### src/rtl/fifo_write_arbiter_pkg.sv
// Shared constants for the FIFO write-side arbiter: beat width, burst default
// and the two arbiter state encodings.
package fifo_write_arbiter_pkg;

   localparam int FWA_DATA_WIDTH = 8;
   localparam int FWA_MAX_BURST  = 4;

   localparam logic [0:0] ST_ARB   = 1'b0;
   localparam logic [0:0] ST_BURST = 1'b1;

endpackage

### src/rtl/rr_priority_select.sv
// Combinational round-robin search: first set request bit at or above rr_ptr,
// wrapping at NUM_REQ, returned both one-hot and as an index.
module rr_priority_select #(
   parameter int NUM_REQ = 4,
   parameter int IDX_W   = $clog2(NUM_REQ)
) (
   input  logic [NUM_REQ-1:0] request,
   input  logic [IDX_W-1:0]   rr_ptr,
   output logic [NUM_REQ-1:0] onehot,
   output logic [IDX_W-1:0]   index,
   output logic               found
);

   int               pos;
   logic [IDX_W-1:0] idx;

   always_comb begin
      onehot = '0;
      index  = '0;
      found  = 1'b0;
      pos    = 0;
      idx    = '0;
      for (int i = 0; i < NUM_REQ; i++) begin
         pos = int'(rr_ptr) + i;
         if (pos >= NUM_REQ) pos = pos - NUM_REQ;
         idx = IDX_W'(pos);
         if (!found && request[idx]) begin
            found       = 1'b1;
            index       = idx;
            onehot[idx] = 1'b1;
         end
      end
   end

endmodule

### src/rtl/fifo_write_arbiter.sv
// Round-robin burst arbiter sharing the FIFO write port among NUM_REQ producers,
// throttled on full/almost-full so the FIFO is never written while full.
module fifo_write_arbiter
   import fifo_write_arbiter_pkg::*;
#(
   parameter int DATA_WIDTH = FWA_DATA_WIDTH,
   parameter int NUM_REQ    = 4,
   parameter int MAX_BURST  = FWA_MAX_BURST
) (
   input  logic                          clock,
   input  logic                          reset,
   input  logic [NUM_REQ-1:0]            request,
   input  logic [NUM_REQ*DATA_WIDTH-1:0] data_in,
   input  logic                          fifo_full,
   input  logic                          fifo_almost_full,
   output logic [NUM_REQ-1:0]            grant,
   output logic                          write_enable,
   output logic [DATA_WIDTH-1:0]         data,
   output logic [$clog2(NUM_REQ)-1:0]    owner,
   output logic                          busy
);

   localparam int IDX_W = $clog2(NUM_REQ);

   logic [0:0]            state;
   logic [IDX_W-1:0]      rr_ptr;
   logic [3:0]            beat_cnt;
   logic [NUM_REQ-1:0]    arb_onehot;
   logic [IDX_W-1:0]      arb_index;
   logic                  arb_found;
   logic                  stall;
   logic                  accept;
   logic [IDX_W-1:0]      sel_idx;
   logic [DATA_WIDTH-1:0] sel_data;

   function automatic logic [IDX_W-1:0] wrap_inc(input logic [IDX_W-1:0] v);
      return (int'(v) == NUM_REQ - 1) ? '0 : v + 1'b1;
   endfunction

   rr_priority_select #(
      .NUM_REQ (NUM_REQ),
      .IDX_W   (IDX_W)
   ) u_select (
      .request (request),
      .rr_ptr  (rr_ptr),
      .onehot  (arb_onehot),
      .index   (arb_index),
      .found   (arb_found)
   );

   assign stall = fifo_full | fifo_almost_full;
   assign busy  = (state == ST_BURST);

   // Almost-full gating leaves room for the one beat already sitting in the output register.
   always_comb begin
      grant   = '0;
      accept  = 1'b0;
      sel_idx = owner;
      if (!reset && !stall) begin
         if (state == ST_ARB) begin
            if (arb_found) begin
               grant   = arb_onehot;
               accept  = 1'b1;
               sel_idx = arb_index;
            end
         end else if (request[owner]) begin
            grant[owner] = 1'b1;
            accept       = 1'b1;
         end
      end
   end

   always_comb begin
      sel_data = '0;
      for (int i = 0; i < NUM_REQ; i++) begin
         if (int'(sel_idx) == i) sel_data = data_in[i*DATA_WIDTH +: DATA_WIDTH];
      end
   end

   always_ff @(posedge clock) begin
      if (reset) begin
         state        <= ST_ARB;
         rr_ptr       <= '0;
         owner        <= '0;
         beat_cnt     <= '0;
         write_enable <= 1'b0;
         data         <= '0;
      end else begin
         write_enable <= accept;
         if (accept) data <= sel_data;
         if (state == ST_ARB) begin
            if (accept) begin
               owner    <= arb_index;
               beat_cnt <= 4'd1;
               if (MAX_BURST == 1) rr_ptr <= wrap_inc(arb_index);
               else                state  <= ST_BURST;
            end
         end else begin
            // Stalled cycles neither count nor end the burst; only a dropped request does.
            if (accept) beat_cnt <= beat_cnt + 4'd1;
            if ((accept && (beat_cnt + 4'd1 == 4'(MAX_BURST))) || !request[owner]) begin
               state  <= ST_ARB;
               rr_ptr <= wrap_inc(owner);
            end
         end
      end
   end

endmodule

### config.mk
export PLATFORM = sky130hd
export DESIGN_NAME = fifo_write_arbiter
export DESIGN_NICKNAME = d
export VERILOG_FILES = /design/src/rtl/fifo_write_arbiter_pkg.sv /design/src/rtl/rr_priority_select.sv /design/src/rtl/fifo_write_arbiter.sv
export SDC_FILE = /design/constraint.sdc
export NUM_CORES = 1
export LEC_CHECK = 0
export ABC_CLOCK_PERIOD_IN_PS = 3710
export CAP_MARGIN = 20
export CORE_UTILIZATION = 35
export DETAILED_ROUTE_END_ITERATION = 8
export PLACE_DENSITY = 0.6
export SETUP_SLACK_MARGIN = 0.2
export SYNTH_ARGS = -nofsm -noshare
export SYNTH_HDL_FRONTEND = slang
export SYNTH_SLANG_ARGS = --single-unit
export TNS_END_PERCENT = 1
### constraint.sdc
create_clock -name clock -period 3.71 [get_ports clock]
set_clock_uncertainty 0.2 [all_clocks]
set_input_delay 0.5565 -clock clock [delete_from_list [all_inputs] [get_ports clock]]
set_output_delay 0.5565 -clock clock [all_outputs]
set_load 0.03 [all_outputs]
==> results of run 1 <==
cell type report:
type                    count  area [um^2]  area share
flip-flops and latches     18        360.3      0.1451
clock buffers               4        55.05     0.02217
inverters                   5        18.77    0.007557
repair buffers             67        633.1      0.2549
well taps                  67        83.83     0.03375
multi-input cells         185         1333      0.5365
registers in the layout, indices dropped and copies added, names as in the netlist:
signal / count
data: 8
beat_cnt: 4
owner: 2
write_enable: 1
rr_ptr: 2
busy: 1
logic make-up (layout without fill, tap and decap cells):
| group | Yosys count | in the layout | synth area share |
|---|---|---|---|
| AND/OR/NAND/NOR | 105 | 105 | 0.2975 |
| AO/OA/AOI/OAI | 52 | 52 | 0.2395 |
| buffers and inverters | 24 | 76 | 0.05796 |
| flip-flops | 18 | 18 | 0.2011 |
| adder cells (fa/ha/maj) | 13 | 13 | 0.09078 |
| multiplexers | 13 | 13 | 0.1034 |
| XOR/XNOR | 2 | 2 | 0.009778 |
worst reg2reg max path, cell delays in order, from the launching register on:
cell and delay, ns:
dfxtp_1 0.35, inv_1 0.12, ha_2 0.47, mux4_2 0.43
nor2_1 0.12, a221oi_1 0.07, or3_1 0.56, a2111o_1 0.44
nand4_1 0.07
repair_timing:
item / in CTS / in global routing
hold buffers: 0 / 0
setup endpoints to repair: 0 / 3
resized for setup: 0 / 3
power by group through the flow:
stage	sequential, mW	combinational [mW]	clock, mW
2_1_floorplan	0.230	0.0861	0
3_3_place_gp	0.216	0.186	0
3_5_place_dp	0.215	0.186	0
4_1_cts	0.211	0.187	0.168
5_1_grt	0.213	0.204	0.176
6_report	0.211	0.187	0.163
layer usage:
layer,global-route usage,vias up
li1,-,960
met1,0.2790,899
met2,0.3384,57
met3,0.03841,4
met4,0.04487,0
met5,0,-
through the flow:
stage / util / setup slack, ns / total power, mW
after floorplan: - / 0.006790 / 0.3165
after global placement: 0.5026 / 0.2837 / 0.4017
after detailed placement: 0.5026 / 0.2533 / 0.4010
after CTS: 0.5140 / 0.2746 / 0.5661
after global routing: 0.5156 / 0.2246 / 0.5927
final: 0.5156 / 0.3792 / 0.5613
synthesized netlist by cell type (2+ instances only):
library cell / number
nor3b_1: 8
a221oi_1: 6
a21oi_1: 5
dfxtp_1: 18
a22oi_1: 4
clkbuf_1: 13
ha_1: 13
mux2i_1: 5
nor4_1: 2
nor2b_1: 2
a2111o_1: 14
xor2_1: 2
nand4_1: 9
o21ai_0: 12
inv_1: 4
nor2_1: 24
and2_1: 3
buf_2: 5
mux4_2: 4
nand2_1: 27
nand3_1: 17
nor3_1: 3
mux2_2: 4
or3_1: 4
worst max path at each step:
stage                     to  cells after the start
global placement    grant[0]                      8
global route        grant[2]                      9
floorplan           grant[2]                     10
detailed placement   data[2]                      9
finish              grant[2]                      9
CTS                 grant[0]                      8
==> results.md, run 1 <==
- Commonest non-fill, non-tap cell in the layout: clkdlybuf4s50_1
- Via count: 1920
- Arrival @ worst endpoint: 2.57 ns
- ANT nets after route: 0
- RSZ-0062 raised after global routing: false
- Nets: 333
- Total CTS buffers: 3
- Max Clock Freq: 300.2 MHz
- Synth area leaders: dfxtp_1 20%, ha_1 9.1%, a2111o_1 8.8%
- Last weighted congestion value of the routability-driven placer: 0.9023
- Final Slew Violations: 0
- Pwr dens: 226.0 nW/um^2
- Chain of cells forming the critical path: clkdlybuf4s50_1 -> buf_4 -> nand2b_1 -> o22ai_1 -> a22oi_1 -> o21ai_0 -> a221oi_1 -> o21ai_0 -> buf_4
- DP Area: 2421 um^2
- Comb pwr share: 0.332
- Internal: 388.6 uW
- Fraction of registers with async set/reset: 0
- Layout area overhead: 38.62%
- Leak Pwr: 0.8657 nW
- Most frequent cells in the layout: 50 x clkdlybuf4s50_1, 27 x nand2_1, 24 x nor2_1
- R2R depth: 8
- Syn_area_per_cell: 7.893 um^2
- Setup TNS: 0 ns
- H-tree depth: 1
- Synthesized area: 1792 um^2
- Clock-pin transition on the worst setup and hold timing paths: 0.08 ns
- GRT Overall Usage: 0.2058
- Final period utilization: 0.8978
- Clock Tree Root: clkbuf_8
- Wire length on met1: 2500 um
- YS warnings: 0
- Post-CTS setup buffers: 0
- DRC Markers: 0
- Die height: 73.55 um
- Fillers: 480
- Reg2Reg Capture Point: data[5]
- Post-synth top flop: dfxtp_1
- Max VDD drop: 0.1754 mV
- Area leader, netlist: dfxtp_1
- Switching part of the total: 0.3077
- Max clock buf depth: 2
- Clk Latency, worst-skew pair: 0.25 ns
- Routed wl met3: 275 um
- Syn_nets: 280
- GR Overflow Total: 0
- Kind of critical path: in -> out
- Drt pass-1 iters: 4
- Highest Signal Layer: met4
- Worst Setup End Kind: primary output
- Worst setup SP type: input pin
- Core area: 4817 um^2
- Number of core rows: 25
- Reg power frac: 0.377
- Reg-to-Reg Start: rr_ptr[0]
- Max_cap viols: 0
- Top delay family on crit path: buffers and inverters
- I/O pin cnt: 56
- Worst path bufs/invs: 3
- I/O Buffers: 55
- Clock network power share: 0.291
- Share of cells above drive strength 1: 0.1326
- Final min period: 3.331 ns
- Non-Filler Instances: 346
- Hold path depth: 2
- Dpl cells: 342
- Relative slew slack: 0.6136
- Crit path from: request[2]
- Worst reg2reg setup slack: 0.82 ns
- Synth Instances: 227
- CTS tree: done
- Final Hold Viols: 0
- First-pass GRT wire length: 8673 um
- Hold path startpoint: beat_cnt[1]
- Synth top area share: 0.2011
- Yosys reg bits: 18
- Worst Hold Class: reg -> reg
- HPWL Detailed: 3922 um
- Final hold slack: 0.2757 ns
- Vias in the first global route: 1869
- Maximum fanout along the worst path: 8
- Outcome: finished, final reports clean
- Slowest Stage Delay on Critical Path: 0.60 ns
- Die area: 5410 um^2
- Net Sw Power: 172.7 uW
- ANT cells: 0
- Iteration-0 DRC Markers: 143
- Avg Vias per Cell: 5.549
- Worst path required time: 2.95 ns
- Setup violators final: 0
- Final wirelength: 5302 um
- Starting Density: 0.3719
- WL/cell: 15.32 um
- Yosys cell types: 43
- CP max stage cell: clkdlybuf4s50_1
- Initial antenna violation count: 0
- Post-route cell area: 2484 um^2
- Number of synthesized flops with an enable pin: 0
- Largest net degree at the start of global routing: 34
- Die Span X: 73.55 um
- CTS sink count: 18
- Post-synthesis sequential area ratio: 0.2011
- Routed wl met2: 2487 um
- Worst slew pin tran: 0.5743 ns
- Hold EP: beat_cnt[1]
Note: power is estimated with default switching activity, not from simulation.
==> run 2: changes to the inputs <==
--- a/config.mk
+++ b/config.mk
@@ -14,4 +14,4 @@
 export SYNTH_ARGS = -nofsm -noshare
 export SYNTH_HDL_FRONTEND = slang
 export SYNTH_SLANG_ARGS = --single-unit
-export TNS_END_PERCENT = 1
+export TNS_END_PERCENT = 10
==> results of run 2 <==
Final layout, timing and power as in run 1 (identical DEF).
==> run 3: changes to the inputs <==
--- a/config.mk
+++ b/config.mk
@@ -5,11 +5,11 @@
 export SDC_FILE = /design/constraint.sdc
 export NUM_CORES = 1
 export LEC_CHECK = 0
-export ABC_CLOCK_PERIOD_IN_PS = 3710
+export ABC_CLOCK_PERIOD_IN_PS = 3610
 export CAP_MARGIN = 20
-export CORE_UTILIZATION = 35
+export CORE_UTILIZATION = 40
 export DETAILED_ROUTE_END_ITERATION = 8
-export PLACE_DENSITY = 0.6
+export PLACE_DENSITY = 0.79
 export SETUP_SLACK_MARGIN = 0.2
 export SYNTH_ARGS = -nofsm -noshare
 export SYNTH_HDL_FRONTEND = slang
==> constraint.sdc (replaced) <==
create_clock -name clock -period 3.61 [get_ports clock]
set_clock_uncertainty 0.2 [all_clocks]
set_input_delay 0.5415 -clock clock [delete_from_list [all_inputs] [get_ports clock]]
set_output_delay 0.5415 -clock clock [all_outputs]
set_load 0.03 [all_outputs]
==> results.md, run 3 (synthesis gave the netlist of run 1 again) <==
- Top delay family on crit path: buffers and inverters
- Setup violators final: 0
- Arrival @ worst endpoint: 2.44 ns
- Worst Hold Class: reg -> reg
- Largest net degree at the start of global routing: 34
- Share of cells above drive strength 1: 0.1449
- Leak Pwr: 0.9115 nW
- R2R depth: 9
- Total CTS buffers: 3
- Fillers: 390
- Die Span X: 68.93 um
- Largest Register: data
- DP Area: 2422 um^2
- First-pass GRT wire length: 8190 um
- Worst reg2reg setup slack: 0.73 ns
- Max Clock Freq: 314.8 MHz
- Reg power frac: 0.371
- Nets: 337
- Worst Setup End Kind: primary output
- Layout area overhead: 39.94%
- Critical path depth: 9
- ANT cells: 0
- Final wirelength: 5232 um
- Final period utilization: 0.8800
- Avg Vias per Cell: 5.826
- Iteration-0 DRC Markers: 199
- Via count: 1940
- Cell mode on critical path: buf_4
- Clock network power share: 0.290
- Vias in the first global route: 1864
- Post-route cell area: 2507 um^2
- Worst setup path end: grant[3]
- CP max stage cell: mux4_2
- Tot Pwr: 583.2 uW
- Final min period: 3.177 ns
- Number of core rows: 23
- Chain of cells forming the critical path: dlygate4sd2_1 -> buf_4 -> mux4_2 -> nor2b_1 -> a22oi_1 -> nor2_1 -> a221oi_2 -> o21ai_1 -> buf_4
- H-tree depth: 1
- Final Slew Violations: 0
- GRT Overall Usage: 0.2250
- RSZ-0062 raised after global routing: false
- Post-CTS setup buffers: 0
- Initial antenna violation count: 0
- Outcome: finished, final reports clean
- Most frequent cells in the layout: 47 x clkdlybuf4s50_1, 27 x nand2_1, 24 x nor2_1
- CTS tree: done
- Drt pass-1 iters: 4
- Pwr dens: 232.6 nW/um^2
- Non-Filler Instances: 333
- Setup TNS: 0 ns
- Net Sw Power: 180.8 uW
- Max VDD drop: 0.1435 mV
- Core area: 4144 um^2
- Final hold slack: 0.2739 ns
- Commonest non-fill, non-tap cell in the layout: clkdlybuf4s50_1
- I/O pin cnt: 56
- Regs by FF count: data x8, beat_cnt x4
- Reg2Reg Capture Point: data[2]
- Final Hold Viols: 0
- Largest register FFs: 8
- Kind of critical path: in -> out
- Max_cap viols: 0
- Worst slew pin tran: 0.5278 ns
- Max clock buf depth: 2
- Die area: 4751 um^2
- Comb pwr share: 0.338
- Final core utilization: 0.6051
- DRC Markers: 0
- Hold path depth: 2
- Clk Latency, worst-skew pair: 0.25 ns
- Clock-pin transition on the worst setup and hold timing paths: 0.07 ns
- CTS sink count: 18
- Crit path from: request[3]
- Relative slew slack: 0.6469
- WL/cell: 15.71 um
- Pre-CTS setup slack: 0.07674 ns
- GR Overflow Total: 0
- Reg-to-Reg Start: rr_ptr[0]
- Worst setup SP type: input pin
- ANT nets after route: 0
- Clock Tree Root: clkbuf_8
- Worst path required time: 2.87 ns
- I/O Buffers: 55
- Worst path bufs/invs: 3
- Starting Density: 0.4324
- Switching part of the total: 0.3100
- Setup WS post-layout: 0.4333 ns
- Maximum fanout along the worst path: 9
- Last weighted congestion value of the routability-driven placer: 0.8421
- Slowest Stage Delay on Critical Path: 0.48 ns
- Internal: 402.4 uW
- Die height: 68.93 um
- HPWL Detailed: 3872 um
- Dpl cells: 328
[run 3: power by group through the flow]
stage                     registers (mW)  logic (mW)  clock network [mW]
after global placement             0.221       0.191                   0
after global routing               0.218       0.213               0.177
after CTS                          0.216       0.195               0.172
after floorplan                    0.237      0.0887                   0
final                              0.216       0.197               0.169
after detailed placement           0.221       0.194                   0
[run 3: layout make-up]
| cell class | instances | area (um^2) | area share |
|---|---|---|---|
| Sequential cell | 18 | 360.3 | 0.1437 |
| Multi-Input combinational cell | 185 | 1340 | 0.5344 |
| Clock buffer | 4 | 55.05 | 0.02196 |
| Timing Repair Buffer | 71 | 670.6 | 0.2675 |
| Tap cell | 50 | 62.56 | 0.02495 |
| Inverter | 5 | 18.77 | 0.007485 |
[run 3: what timing repair did]
item,4_1_cts,5_1_grt
resized for setup,1,7
cloned,0,0
hold buffers,0,0
setup endpoints to repair,3,3
[run 3: tightest hold or removal path, stage by stage (launching register included)]
cell     delay (ns)
dfxtp_1        0.33
nand2_1        0.06
a21oi_1        0.05
[run 3: worst min path at each step]
stage                start     endpoint  slack (ns)
2_1_floorplan  beat_cnt[1]  beat_cnt[1]        0.25
3_3_place_gp   beat_cnt[1]  beat_cnt[1]        0.26
3_5_place_dp   beat_cnt[1]  beat_cnt[1]        0.27
4_1_cts        beat_cnt[1]  beat_cnt[1]        0.28
5_1_grt        beat_cnt[1]  beat_cnt[1]        0.31
6_report       beat_cnt[1]  beat_cnt[1]        0.27
[run 3: per-layer routing]
layer	part of all wire	up-vias	GRT usage
li1	-	963	-
met1	0.43	913	0.2868
met2	0.51	62	0.4053
met3	0.053	2	0.01151
met4	0.0050	0	0.06378
met5	0	-	0
